**config.mk**
```make
export PLATFORM = sky130hd
export DESIGN_NAME = ws2812b_pixel_receiver
export DESIGN_NICKNAME = d
export VERILOG_FILES = /design/src/rtl/ws2812b_pixel_receiver.sv
export SDC_FILE = /design/constraint.sdc
export NUM_CORES = 1
export LEC_CHECK = 0
export CAP_MARGIN = 30
export CELL_PAD_IN_SITES_DETAIL_PLACEMENT = 0
export CELL_PAD_IN_SITES_GLOBAL_PLACEMENT = 1
export CORE_MARGIN = 4
export CORE_UTILIZATION = 55
export DETAILED_ROUTE_END_ITERATION = 8
export DONT_BUFFER_PORTS = 1
export HOLD_SLACK_MARGIN = 0.06
export PLACE_DENSITY_LB_ADDON = 0.1
export RECOVER_POWER = 100
export SETUP_SLACK_MARGIN = 0.3
export SLEW_MARGIN = 20
export SYNTH_ARGS = -nofsm -noshare
export SYNTH_HDL_FRONTEND = slang
export SYNTH_SLANG_ARGS = --single-unit
```
**constraint.sdc**
```tcl
create_clock -name clk -period 4.1 [get_ports clk]
set_clock_uncertainty 0.1 [all_clocks]
set_input_delay 0.82 -clock clk [delete_from_list [all_inputs] [get_ports clk]]
set_output_delay 0.82 -clock clk [all_outputs]
set_load 0.1 [all_outputs]
```
**src/rtl/ws2812b_pixel_receiver.sv**
```systemverilog
// WS2812B single-pixel receiver: decodes the NRZ stream, captures the first GRB word of each
// frame, forwards later bits on dout, and moves the captured word to the display on a reset gap.
module ws2812b_pixel_receiver #(
  parameter int THRESH_CYCLES   = 6,
  parameter int MIN_HIGH_CYCLES = 2,
  parameter int RESET_CYCLES    = 500,
  parameter int CNT_W           = 10
) (
  input  logic        clk,
  input  logic        res_n,
  input  logic        din,
  output logic        dout,
  output logic [23:0] pixel_grb,
  output logic        pixel_valid,
  output logic [23:0] display_grb,
  output logic        latch,
  output logic        short_frame
);

  typedef enum logic {CAPTURE = 1'b0, PASS = 1'b1} state_t;

  localparam logic [CNT_W-1:0] CNT_MAX  = '1;
  localparam logic [CNT_W-1:0] CNT_ONE  = CNT_W'(1);
  localparam logic [CNT_W-1:0] THRESH   = CNT_W'(THRESH_CYCLES);
  localparam logic [CNT_W-1:0] MIN_HIGH = CNT_W'(MIN_HIGH_CYCLES);
  localparam logic [CNT_W-1:0] RESET_M1 = CNT_W'(RESET_CYCLES - 1);

  logic             sync1_q, din_s_q, din_d_q;
  logic [CNT_W-1:0] high_cnt_q, high_cnt_d;
  logic [CNT_W-1:0] low_cnt_q, low_cnt_d;
  state_t           state_q;
  logic [22:0]      shreg_q;
  logic [4:0]       bit_cnt_q;
  logic             dout_q, pixel_valid_q, latch_q, short_frame_q;
  logic [23:0]      pixel_q, display_q;

  logic rise, fall, bit_evt, bit_val, gap_evt;

  assign rise    = din_s_q & ~din_d_q;
  assign fall    = ~din_s_q & din_d_q;
  assign bit_evt = fall && (high_cnt_q >= MIN_HIGH);
  assign bit_val = (high_cnt_q >= THRESH);
  // Fires once per low stretch: the cycle low_cnt steps onto RESET_CYCLES.
  assign gap_evt = ~din_s_q && (low_cnt_q == RESET_M1);

  always_comb begin
    high_cnt_d = high_cnt_q;
    low_cnt_d  = low_cnt_q;
    if (rise) begin
      high_cnt_d = CNT_ONE;
      low_cnt_d  = '0;
    end else if (din_s_q) begin
      if (high_cnt_q != CNT_MAX) high_cnt_d = high_cnt_q + CNT_ONE;
    end else begin
      if (low_cnt_q != CNT_MAX) low_cnt_d = low_cnt_q + CNT_ONE;
    end
  end

  always_ff @(posedge clk or negedge res_n) begin
    if (!res_n) begin
      sync1_q    <= 1'b0;
      din_s_q    <= 1'b0;
      din_d_q    <= 1'b0;
      high_cnt_q <= '0;
      low_cnt_q  <= '0;
    end else begin
      sync1_q    <= din;
      din_s_q    <= sync1_q;
      din_d_q    <= din_s_q;
      high_cnt_q <= high_cnt_d;
      low_cnt_q  <= low_cnt_d;
    end
  end

  always_ff @(posedge clk or negedge res_n) begin
    if (!res_n) begin
      state_q       <= CAPTURE;
      shreg_q       <= '0;
      bit_cnt_q     <= '0;
      dout_q        <= 1'b0;
      pixel_valid_q <= 1'b0;
      latch_q       <= 1'b0;
      short_frame_q <= 1'b0;
      pixel_q       <= '0;
      display_q     <= '0;
    end else begin
      pixel_valid_q <= 1'b0;
      latch_q       <= 1'b0;
      short_frame_q <= 1'b0;
      dout_q        <= (state_q == PASS) ? din_s_q : 1'b0;
      if (gap_evt) begin
        latch_q <= 1'b1;
        if (bit_cnt_q == 5'd24) display_q <= pixel_q;
        else if (bit_cnt_q != 5'd0) short_frame_q <= 1'b1;
        bit_cnt_q <= '0;
        state_q   <= CAPTURE;
      end else if ((state_q == CAPTURE) && bit_evt) begin
        shreg_q   <= {shreg_q[21:0], bit_val};
        bit_cnt_q <= bit_cnt_q + 5'd1;
        if (bit_cnt_q == 5'd23) begin
          pixel_q       <= {shreg_q, bit_val};
          pixel_valid_q <= 1'b1;
          state_q       <= PASS;
        end
      end
    end
  end

  assign dout        = dout_q;
  assign pixel_grb   = pixel_q;
  assign pixel_valid = pixel_valid_q;
  assign display_grb = display_q;
  assign latch       = latch_q;
  assign short_frame = short_frame_q;

endmodule

```
Word-level counts from Yosys, hierarchy flattened
Index checks and enable logic that the tools add are counted.
{"block": "op_classes", "muxes": 19, "n_addsub": 3, "magnitude_cmp": 2, "n_bitwise": 6, "n_reduce_logical": 15, "eq_ne": 6}
{"op": "two-way mux 10 bit", "n": 6}
{"op": "adder 10 x 1 -> 10 bit, second input constant", "n": 2}
{"op": "inequality test 10 bit, second input constant", "n": 2}
{"op": "two-way mux 1 bit", "n": 11}
{"op": "== test 10 x 9 -> 1 bit, second input constant", "n": 1}
{"op": "== test 5 bit, second input constant", "n": 2}
{"op": ">= comparator 10 x 2 -> 1 bit, second input constant", "n": 1}
{"op": ">= comparator 10 x 3 -> 1 bit, second input constant", "n": 1}
{"op": "two-way mux 5 bit", "n": 2}
{"op": "AND reduction 2 bit", "n": 5}
{"op": "nonzero test 2 bit", "n": 5}
{"op": "adder 5 x 1 -> 5 bit, second input constant", "n": 1}
{"op": "nonzero test 5 bit", "n": 1}
{"op": "NOT 1 bit", "n": 4}
{"op": "logical AND 1 bit", "n": 3}
{"op": "AND reduction 3 bit", "n": 1}
{"op": "AND 1 bit", "n": 2}
{"op": "inequality test 2 x 1 -> 1 bit, second input constant", "n": 1}
{"block": "word_totals", "ff_bits": 104, "in_bits": 3, "word_cells": 65, "out_inout_bits": 52}

Longest topological paths before layout
Gate-level depths: netlist (run 1).
{"block": "logic_depth", "ltp_word": 6, "ltp_mapped": 7, "ltp_nobuf": 6}

Worst setup path after synthesis (run 1)
No wires, ideal clock.
{"block": "synth_timing", "path_type": "flip-flop to flip-flop", "startpoint": "register low_cnt_q[0]", "endpoint": "register display_q[10], in the netlist display_grb[10]", "n_path_buf": 1, "setup_ns": 0.128, "synth_period_minus_slack_ns": 2.017, "path_stages_with_launch": 7, "path_slack_ns": 2.083, "required_time_ns": 3.872, "arrival_ns": 1.789, "path_cell_list": "dfrtp_1 > ha_1 > nor4b_2 > nand4_4 > nor2_4 > buf_6 > mux2_1"}
{"block": "synth_between", "elab_chain_len": 3}
{"item": "start, declared", "line_no": "30", "text": "logic [CNT_W-1:0] low_cnt_q, low_cnt_d;"}
{"item": "start signal, assigned", "line_no": "71", "text": "low_cnt_q <= low_cnt_d;"}
{"item": "== test 10 x 9 -> 1 bit", "line_no": "44", "text": "assign gap_evt = ~din_s_q && (low_cnt_q == RESET_M1);"}
{"item": "logical AND 1 bit", "line_no": "44"}
{"item": "AND reduction 2 bit (no line)"}
{"item": "end signal, assigned", "line_no": "93", "text": "if (bit_cnt_q == 5'd24) display_q <= pixel_q;"}
{"item": "end, declared", "line_no": "35", "text": "logic [23:0] pixel_q, display_q;"}
Every way passes these cells.
A chain may end at the register's enable or synchronous reset.

Worst setup path in the final report (run 1)
{"block": "layout_timing", "startpoint": "register din_s_q", "endpoint": "register shreg_q[10]"}
{"block": "layout_between", "elab_chain_len": 5, "word_cells_on_any_way": 7, "classes_between": "3 x bitwise; 4 x reduce/logical"}
{"item": "start, declared", "line_no": "28", "text": "logic sync1_q, din_s_q, din_d_q;"}
{"item": "start signal, assigned", "line_no": "68", "text": "din_s_q <= sync1_q;"}
{"item": "NOT 1 bit *", "line_no": "40, 44"}
{"item": "AND 1 bit", "line_no": "40", "text": "assign fall = ~din_s_q & din_d_q;"}
{"item": "logical AND 1 bit", "line_no": "41", "text": "assign bit_evt = fall && (high_cnt_q >= MIN_HIGH);"}
{"item": "logical AND 1 bit", "line_no": "97", "text": "end else if ((state_q == CAPTURE) && bit_evt) begin"}
{"item": "AND reduction 2 bit (no line) *"}
{"item": "end signal, assigned", "line_no": "98", "text": "shreg_q <= {shreg_q[21:0], bit_val};"}
{"item": "end, declared", "line_no": "32", "text": "logic [22:0] shreg_q;"}
Mark *: on every way between the ends. The rest lies on a longest branch, timed or not.

==> summary.md, run 1 <==
| Metric | Value |
|---|---|
| Critical path launch point type | `flop` |
| Sequential group share of total power | `0.578` |
| Final total negative setup slack | `0 ns` |
| Setup repair after global routing missed its margin | `false` |
| Fraction of power spent switching nets | `0.268` |
| DRC violations left | `0` |
| Total CTS buffers | `9` |
| Worst EP required | `4.23 ns` |
| Number of violations reported at the end of detailed-routing iteration 0 | `a little over 60` |
| Max FO, Critical Path | `25` |
| Total via count in the routed design | `2571` |
| All-Layer GR Usage | `0.166` |
| Cell count after placement | `roughly 420` |
| Number of routed nets with antenna violations | `0` |
| Clock slew at reported path FFs | `~0.09 ns` |
| TritonCTS clock tree | `built` |
| Proportion of power drawn by the clock network | `0.316` |
| HP Class | `reg -> reg` |
| Adder and majority cell fraction of the synthesized area | `0.0139` |
| Multiplexer share of the synthesized area | `0.201` |
| Layout cell share with drive strength beyond 1 | `0.159` |
| Final antenna diode count | `0` |
| DIE HEIGHT | `just under 100 microns` |
| Violated checks | `max-capacitance violations, max-slew violations` |
| Crit-path cells | `nor4b_1, nand4_1, nand3_1, mux2_2` |
| Area added between synthesis and finish | `2.72%` |
| Clock insertion delay at the later pin of the skew report | `0.35 ns` |
| Sequential share of the synthesized area | `0.578` |
| Number of library cell types mapped by synthesis | `45` |
| Delay of the slowest critical-path stage | `roughly 0.94 ns` |
| Rows | `32` |
| Largest net degree at the start of global routing | `105` |
| Most frequent standard cell in the layout excluding fill and tap cells | `dfrtp_1` |
| Slew of the pin with the lowest slew margin | `roughly 2.5 ns` |
| Slowest cell on the critical path | `nand3_1` |
| Global-route congestion overflow total | `0` |
| Post-synthesis cell count | `between 300 and 400` |
| Type of the worst setup path | `reg -> reg` |
| Final hold viol count | `0` |
| Gpl congestion | `~0.84` |
| Half-perimeter wire length after detailed placement | `around 5000 microns` |
| Clock tree root driver cell | `clkbuf_8` |
| Sw power | `~540 uW` |
| Post-synth design cell area | `4500 sq um` |
| I/O pin total | `55` |
| Worst IR Drop VDD | `between 0.0002 and 0.00025 V` |
| Die width | `around 98 microns` |
| Clock tree buffer depth | `2` |
| Number of synthesized flops with an enable pin | `0` |
| Antenna violations before repair | `0` |
| Average wire length per cell after detail routing | `~17 microns` |
| Total die area | `~9700 sq um` |
| Power share of the combinational group | `0.107` |
| First-pass GRT wire length | `~13000 microns` |
| Number of fill cells in the layout | `655` |
| Vias per std cell | `approximately 5.8` |
| Post-route non-filler standard cell count | `about 440` |
| Final count of negative-setup-slack endpoints | `0` |
| Ys flop type | `dfrtp_1` |
| Relative slew slack | `-0.648` |
| Max capacitance violation total | `1` |
| Simple-gate area share of the yosys netlist | `0.108` |
| Static leakage | `0.00229 uW` |
| Core footprint | `7850 sq um` |
| Result of the run | `finished, violations left` |
| Pins over their slew limit | `about 110` |
| Effective utilization at floorplan | `0.574` |
| Clock tree sinks | `104` |
| Final clock period utilization by the worst path | `0.770` |
| Post-route minimum period | `roughly 3.2 ns` |
| CP arrival | `around 3.3 ns` |
| PortBufs | `0` |
| Most used cells in the layout excluding fill and tap cells | `dfrtp_1, mux2_1, mux2_2, nand2_1, nand3_1` |
| Nets@finish | `342` |
| Xor/xnor cell area share of the yosys netlist | `0.00389` |
| Main combinational cell family by area after synthesis | `multiplexers` |
| Vias in the first global route | `around 2700` |
| Max H-tree Level | `3` |
| Number of nets produced by synthesis | `340` |
| Fmax achieved | `317 MHz` |
| Fraction of the mapped netlist area in compound gates | `0.0653` |
| Worst setup EP type | `flop` |
| Avg Inst Size Synth | `~14 sq um` |
| Count of TritonRoute iterations in the first routing pass | `4` |
| Cell-internal power | `roughly 1500 uW` |
| Final Routed Wirelength | `7450 microns` |
| Synth warnings | `0` |
| Power Density | `439 nW/um^2` |
| FFs w/ async S/R, synth | `1.00` |
| Post-cts repair resize count | `0` |
| Number of storage elements in the synthesis netlist | `104` |
## power by group through the flow
stage / combinational, uW / sequential [uW] / clock, uW
detailed placement: 206 / 1200 / 0
floorplan: 181 / 1170 / 0
global route: 250 / 1190 / 712
global placement: 199 / 1190 / 0
CTS: 229 / 1170 / 665
finish: 216 / 1170 / 641
## sequential cells by signal, summed over array words and instances, names as in the netlist
| name | cells |
|---|---|
| display_grb | 24 |
| pixel_grb | 24 |
| shreg_q | 23 |
| high_cnt_q | 10 |
| low_cnt_q | 10 |
| bit_cnt_q | 5 |
| din_d_q | 1 |
| din_s_q | 1 |
| dout | 1 |
| latch | 1 |
| pixel_valid | 1 |
| short_frame | 1 |
| state_q | 1 |
| sync1_q | 1 |
## critical path: cells and delay by family (launching register included)
family | cells | cell delay (ns)
mux | 1 | 0.42
flops | 1 | 0.67
simple gates | 3 | 1.85
## layer usage
layer / track usage / wire length, microns / vias up
met5: 0 / 0 / -
met4: 0.0536 / 70 / 0
met3: 0.0361 / 341 / 7
met2: 0.276 / 3650 / 52
met1: 0.217 / 3390 / 1293
li1: - / - / 1219
## worst paths after layout
kind / depth (start not counted) / slack (ns) / end / start
setup / recovery: 4 / 0.94 / shreg_q[10]$_DFFE_PN0P_ / din_s_q$_DFF_PN0_
hold / removal: 0 / 0.25 / din_s_q$_DFF_PN0_ / sync1_q$_DFF_PN0_
min in group asynchronous: 1 / 1.11 / display_grb[20]$_DFFE_PN0P_ / res_n
hold reg to reg: 0 / 0.25 / din_s_q$_DFF_PN0_ / sync1_q$_DFF_PN0_
max in group asynchronous: 1 / 1.33 / bit_cnt_q[2]$_DFFE_PN0P_ / res_n
setup reg to reg: 4 / 0.94 / shreg_q[10]$_DFFE_PN0P_ / din_s_q$_DFF_PN0_
## cell families after synthesis
family / Yosys count
and+or+nand+nor: 82
DFF: 104
xor gates and xnor gates: 2
buffers and inverters: 23
adders and majority gates: 5
AOI/OAI and AO/OA: 41
muxes: 75
## through the flow
stage | util | setup slack [ns] | total power [uW] | hold slack [ns] | area [sq um]
2_1_floorplan | - | 2.08 | 1350 | 0.231 | 4500
3_3_place_gp | 0.580 | 1.40 | 1390 | 0.240 | 4550
3_5_place_dp | 0.580 | 1.32 | 1400 | 0.236 | 4550
4_1_cts | 0.609 | 1.30 | 2070 | 0.257 | 4780
5_1_grt | 0.590 | 0.647 | 2150 | 0.271 | 4630
6_report | 0.590 | 0.945 | 2030 | 0.255 | 4630
## synthesized netlist by cell type, drive strengths merged (4+ instances only)
library cell | number | area share
inv | 13 | 0.011
ha | 5 | 0.014
nor2 | 10 | 0.010
and3 | 5 | 0.0069
o41ai | 5 | 0.014
a31oi | 4 | 0.0056
dfrtp | 104 | 0.58
o21ai | 6 | 0.0067
nor3 | 9 | 0.010
mux2 | 71 | 0.19
nand3 | 16 | 0.019
a21oi | 12 | 0.013
nand2 | 19 | 0.016
nand4 | 6 | 0.015
mux2i | 4 | 0.0089
buf | 7 | 0.016
nor4 | 5 | 0.0097
## what timing repair did
item / in CTS / in global routing
setup buffers: 0 / 0
endpoints found under the hold margin: 104 / 0
hold buffers: 1 / 0
## layout make-up
type / instances / area, sq um / area share
Clock buffer: 10 / 128 / 0.0276
Clock inverter: 6 / 73.8 / 0.0160
Inverter: 13 / 48.8 / 0.0105
Multi-Input combinational cell: 205 / 1640 / 0.355
Sequential cell: 104 / 2600 / 0.562
Tap cell: 102 / 128 / 0.0276
Timing Repair Buffer: 1 / 5.00 / 0.00108
No activity file was read; power rests on OpenSTA's default activity.
==> inputs of run 2 (changes only) <==
--- a/config.mk
+++ b/config.mk
@@ -9,7 +9,7 @@
 export CELL_PAD_IN_SITES_DETAIL_PLACEMENT = 0
 export CELL_PAD_IN_SITES_GLOBAL_PLACEMENT = 1
 export CORE_MARGIN = 4
-export CORE_UTILIZATION = 55
+export CORE_UTILIZATION = 47
 export DETAILED_ROUTE_END_ITERATION = 8
 export DONT_BUFFER_PORTS = 1
 export HOLD_SLACK_MARGIN = 0.06
==> constraint.sdc (replaced) <==
create_clock -name clk -period 2.7 [get_ports clk]
set_clock_uncertainty 0.1 [all_clocks]
set_input_delay 0.54 -clock clk [delete_from_list [all_inputs] [get_ports clk]]
set_output_delay 0.54 -clock clk [all_outputs]
set_load 0.1 [all_outputs]
==> run 2 against run 1 <==
- largest power group unchanged
- the flow finishes with violations (negative hold slack)
- largest cell class unchanged
- wire length up 7.4%
- critical endpoint is now shreg_q[9]$_DFFE_PN0P_
- critical path type unchanged
- total power up 50%
- count of clock-buffer cells in the layout is the same
- maximum frequency rose by 38%
- sequential power increased by 53%
- core utilization is 7.3 points lower
- design area is 3.7% higher
- hold slack got worse by 0.50 ns
- clock power is 46% higher
- die area increased by 16%
==> summary.md, run 2 (synthesis results as in run 1) <==
| Metric | Value |
|---|---|
| Post-Place Cell Area | `roughly 4700 sq um` |
| Post-CTS Setup Inserts | `0` |
| Largest net degree at the start of global routing | `~110` |
| Static leakage | `roughly 0.0023 uW` |
| Final standard cell area without fillers | `4800 sq um` |
| Area added between synthesis and finish | `6.53%` |
| DRC violations left | `0` |
| Antenna violations before repair | `0` |
| Global-route congestion overflow total | `0` |
| Number of violations reported at the end of detailed-routing iteration 0 | `between 80 and 90` |
| Cell-internal power | `around 2200 uW` |
| Fmax achieved | `roughly 440 MHz` |
| DIE HEIGHT | `between 100 and 150 microns` |
| Final Routed Wirelength | `approximately 8000 microns` |
| Post-route non-filler standard cell count | `476` |
| Pins over their slew limit | `0` |
| Vias in the first global route | `roughly 2700` |
| Clock tree buffer depth | `2` |
| Rows | `35` |
| Final Power | `3050 uW` |
| Hold Slack | `-0.242 ns` |
| Final count of negative-setup-slack endpoints | `0` |
| Worst setup EP type | `flop` |
| Number of fill cells in the layout | `between 800 and 900` |
| Final clock period utilization by the worst path | `0.846` |
| PortBufs | `0` |
| Critical path launch point type | `flop` |
| First-pass GRT wire length | `approximately 14000 microns` |
| Sequential group share of total power | `0.587` |
| Fraction of power spent switching nets | `0.279` |
| Reg2reg start | `high_cnt_q[7]$_DFFE_PN0P_` |
| I/O pin total | `55` |
| Proportion of power drawn by the clock network | `0.306` |
| Worst IR Drop VDD | `0.000321 V` |
| Count of TritonRoute iterations in the first routing pass | `4` |
| Final hold viol count | `~100` |
| Clock insertion delay at the later pin of the skew report | `~0.36 ns` |
| Average wire length per cell after detail routing | `16.8 microns` |
| HP Class | `in -> async` |
| Half-perimeter wire length after detailed placement | `roughly 5400 microns` |
| Max FO, Critical Path | `23` |
| Setup repair after global routing missed its margin | `false` |
| Clock tree root driver cell | `clkbuf_8` |
| Most used cells in the layout excluding fill and tap cells | `dfrtp_1, mux2_1, mux2_2, nand2_1, nand3_1` |
| Slew of the pin with the lowest slew margin | `approximately 1.3 ns` |
| Core footprint | `slightly above 9000 sq um` |
| Total die area | `11200 sq um` |
| CP arrival | `about 2.4 ns` |
| Total via count in the routed design | `about 2600` |
| Post-route minimum period | `2.28 ns` |
| Max H-tree Level | `3` |
| Cell count after placement | `460` |
| Clock tree sinks | `between 100 and 150` |
| Reg-to-reg slack, setup | `~0.42 ns` |
| TritonCTS clock tree | `built` |
| Final total negative setup slack | `0 ns` |
| Most frequent standard cell in the layout excluding fill and tap cells | `dfrtp_1` |
| Final antenna diode count | `0` |
| Power Density | `635 nW/um^2` |
| Sw power | `~850 uW` |
| Type of the worst setup path | `reg -> reg` |
| Nets@finish | `350` |
| Max capacitance violation total | `0` |
| Worst EP required | `2.84 ns` |
| Count of cells along the worst register-to-register path | `6` |
| Violated checks | `negative hold slack` |
| Die width | `between 100 and 150 microns` |
| Relative slew slack | `0.129` |
| Number of routed nets with antenna violations | `0` |
| Total CTS buffers | `9` |
| Result of the run | `finished, violations left` |
| End of the worst register-to-register path | `shreg_q[9]$_DFFE_PN0P_` |
| Gpl congestion | `~0.78` |
| Vias per std cell | `between 5 and 6` |
| Power share of the combinational group | `0.107` |
| Layout cell share with drive strength beyond 1 | `0.190` |
| Effective utilization at floorplan | `0.485` |
| All-Layer GR Usage | `0.154` |
| Clock slew at reported path FFs | `roughly 0.11 ns` |
-- run 2: per-stage QoR --
stage,setup slack (ns),util
global placement,0.390,0.504
detailed placement,0.347,0.504
CTS,0.330,0.524
floorplan,0.683,-
finish,0.417,0.517
global route,0.309,0.517
-- run 2: repair_timing --
action / in CTS / in global routing
endpoints found under the hold margin: 104 / 104
endpoints found under the setup margin: 0 / 46
gates resized for setup: 0 / 1
-- run 2: final cells by class --
cell class | count | area, sq um | share of cell area
Multi-Input combinational cell | 205 | 1710 | 0.357
Sequential cell | 104 | 2600 | 0.542
Clock buffer | 10 | 138 | 0.0287
Timing Repair Buffer | 9 | 81.3 | 0.0169
Clock inverter | 6 | 52.6 | 0.0110
Inverter | 13 | 48.8 | 0.0102
Tap cell | 129 | 161 | 0.0336
-- run 2: routing by layer --
metal / global-route usage / wire [microns] / vias up
li1: - / - / 1232
met4: 0.0435 / 77 / 0
met2: 0.252 / 3970 / 49
met1: 0.201 / 3550 / 1351
met3: 0.0419 / 395 / 6
met5: 0 / 0 / -
-- run 2: worst max-delay path: stages (launching register included) --
cell and delay, ns:
dfrtp_1 0.45, nor3_1 0.42, nand3_1 0.23, clkbuf_1 0.21
nand3_2 0.09, buf_4 0.29, mux2_2 0.37
-- run 2: how the worst max path moves through the flow --
stage                              startpoint  cells after the start  slack [ns]                          end
detailed placement   low_cnt_q[0]$_DFFE_PN0P_                      6        0.35   display_grb[3]$_DFFE_PN0P_
finish              high_cnt_q[7]$_DFFE_PN0P_                      6        0.42       shreg_q[9]$_DFFE_PN0P_
global route        high_cnt_q[7]$_DFFE_PN0P_                      6        0.31       shreg_q[2]$_DFFE_PN0P_
CTS                  low_cnt_q[0]$_DFFE_PN0P_                      6        0.33   display_grb[2]$_DFFE_PN0P_
floorplan            low_cnt_q[0]$_DFFE_PN0P_                      6        0.68  display_grb[10]$_DFFE_PN0P_
global placement     low_cnt_q[0]$_DFFE_PN0P_                      6        0.39   display_grb[3]$_DFFE_PN0P_
-- run 2: power by group through the flow --
stage          sequential [uW]  clock (uW)  combinational [uW]
6_report                  1790         933                 326
5_1_grt                   1810        1040                 376
4_1_cts                   1790         967                 336
3_5_place_dp              1820           0                 335
3_3_place_gp              1810           0                 326
2_1_floorplan             1780           0                 276
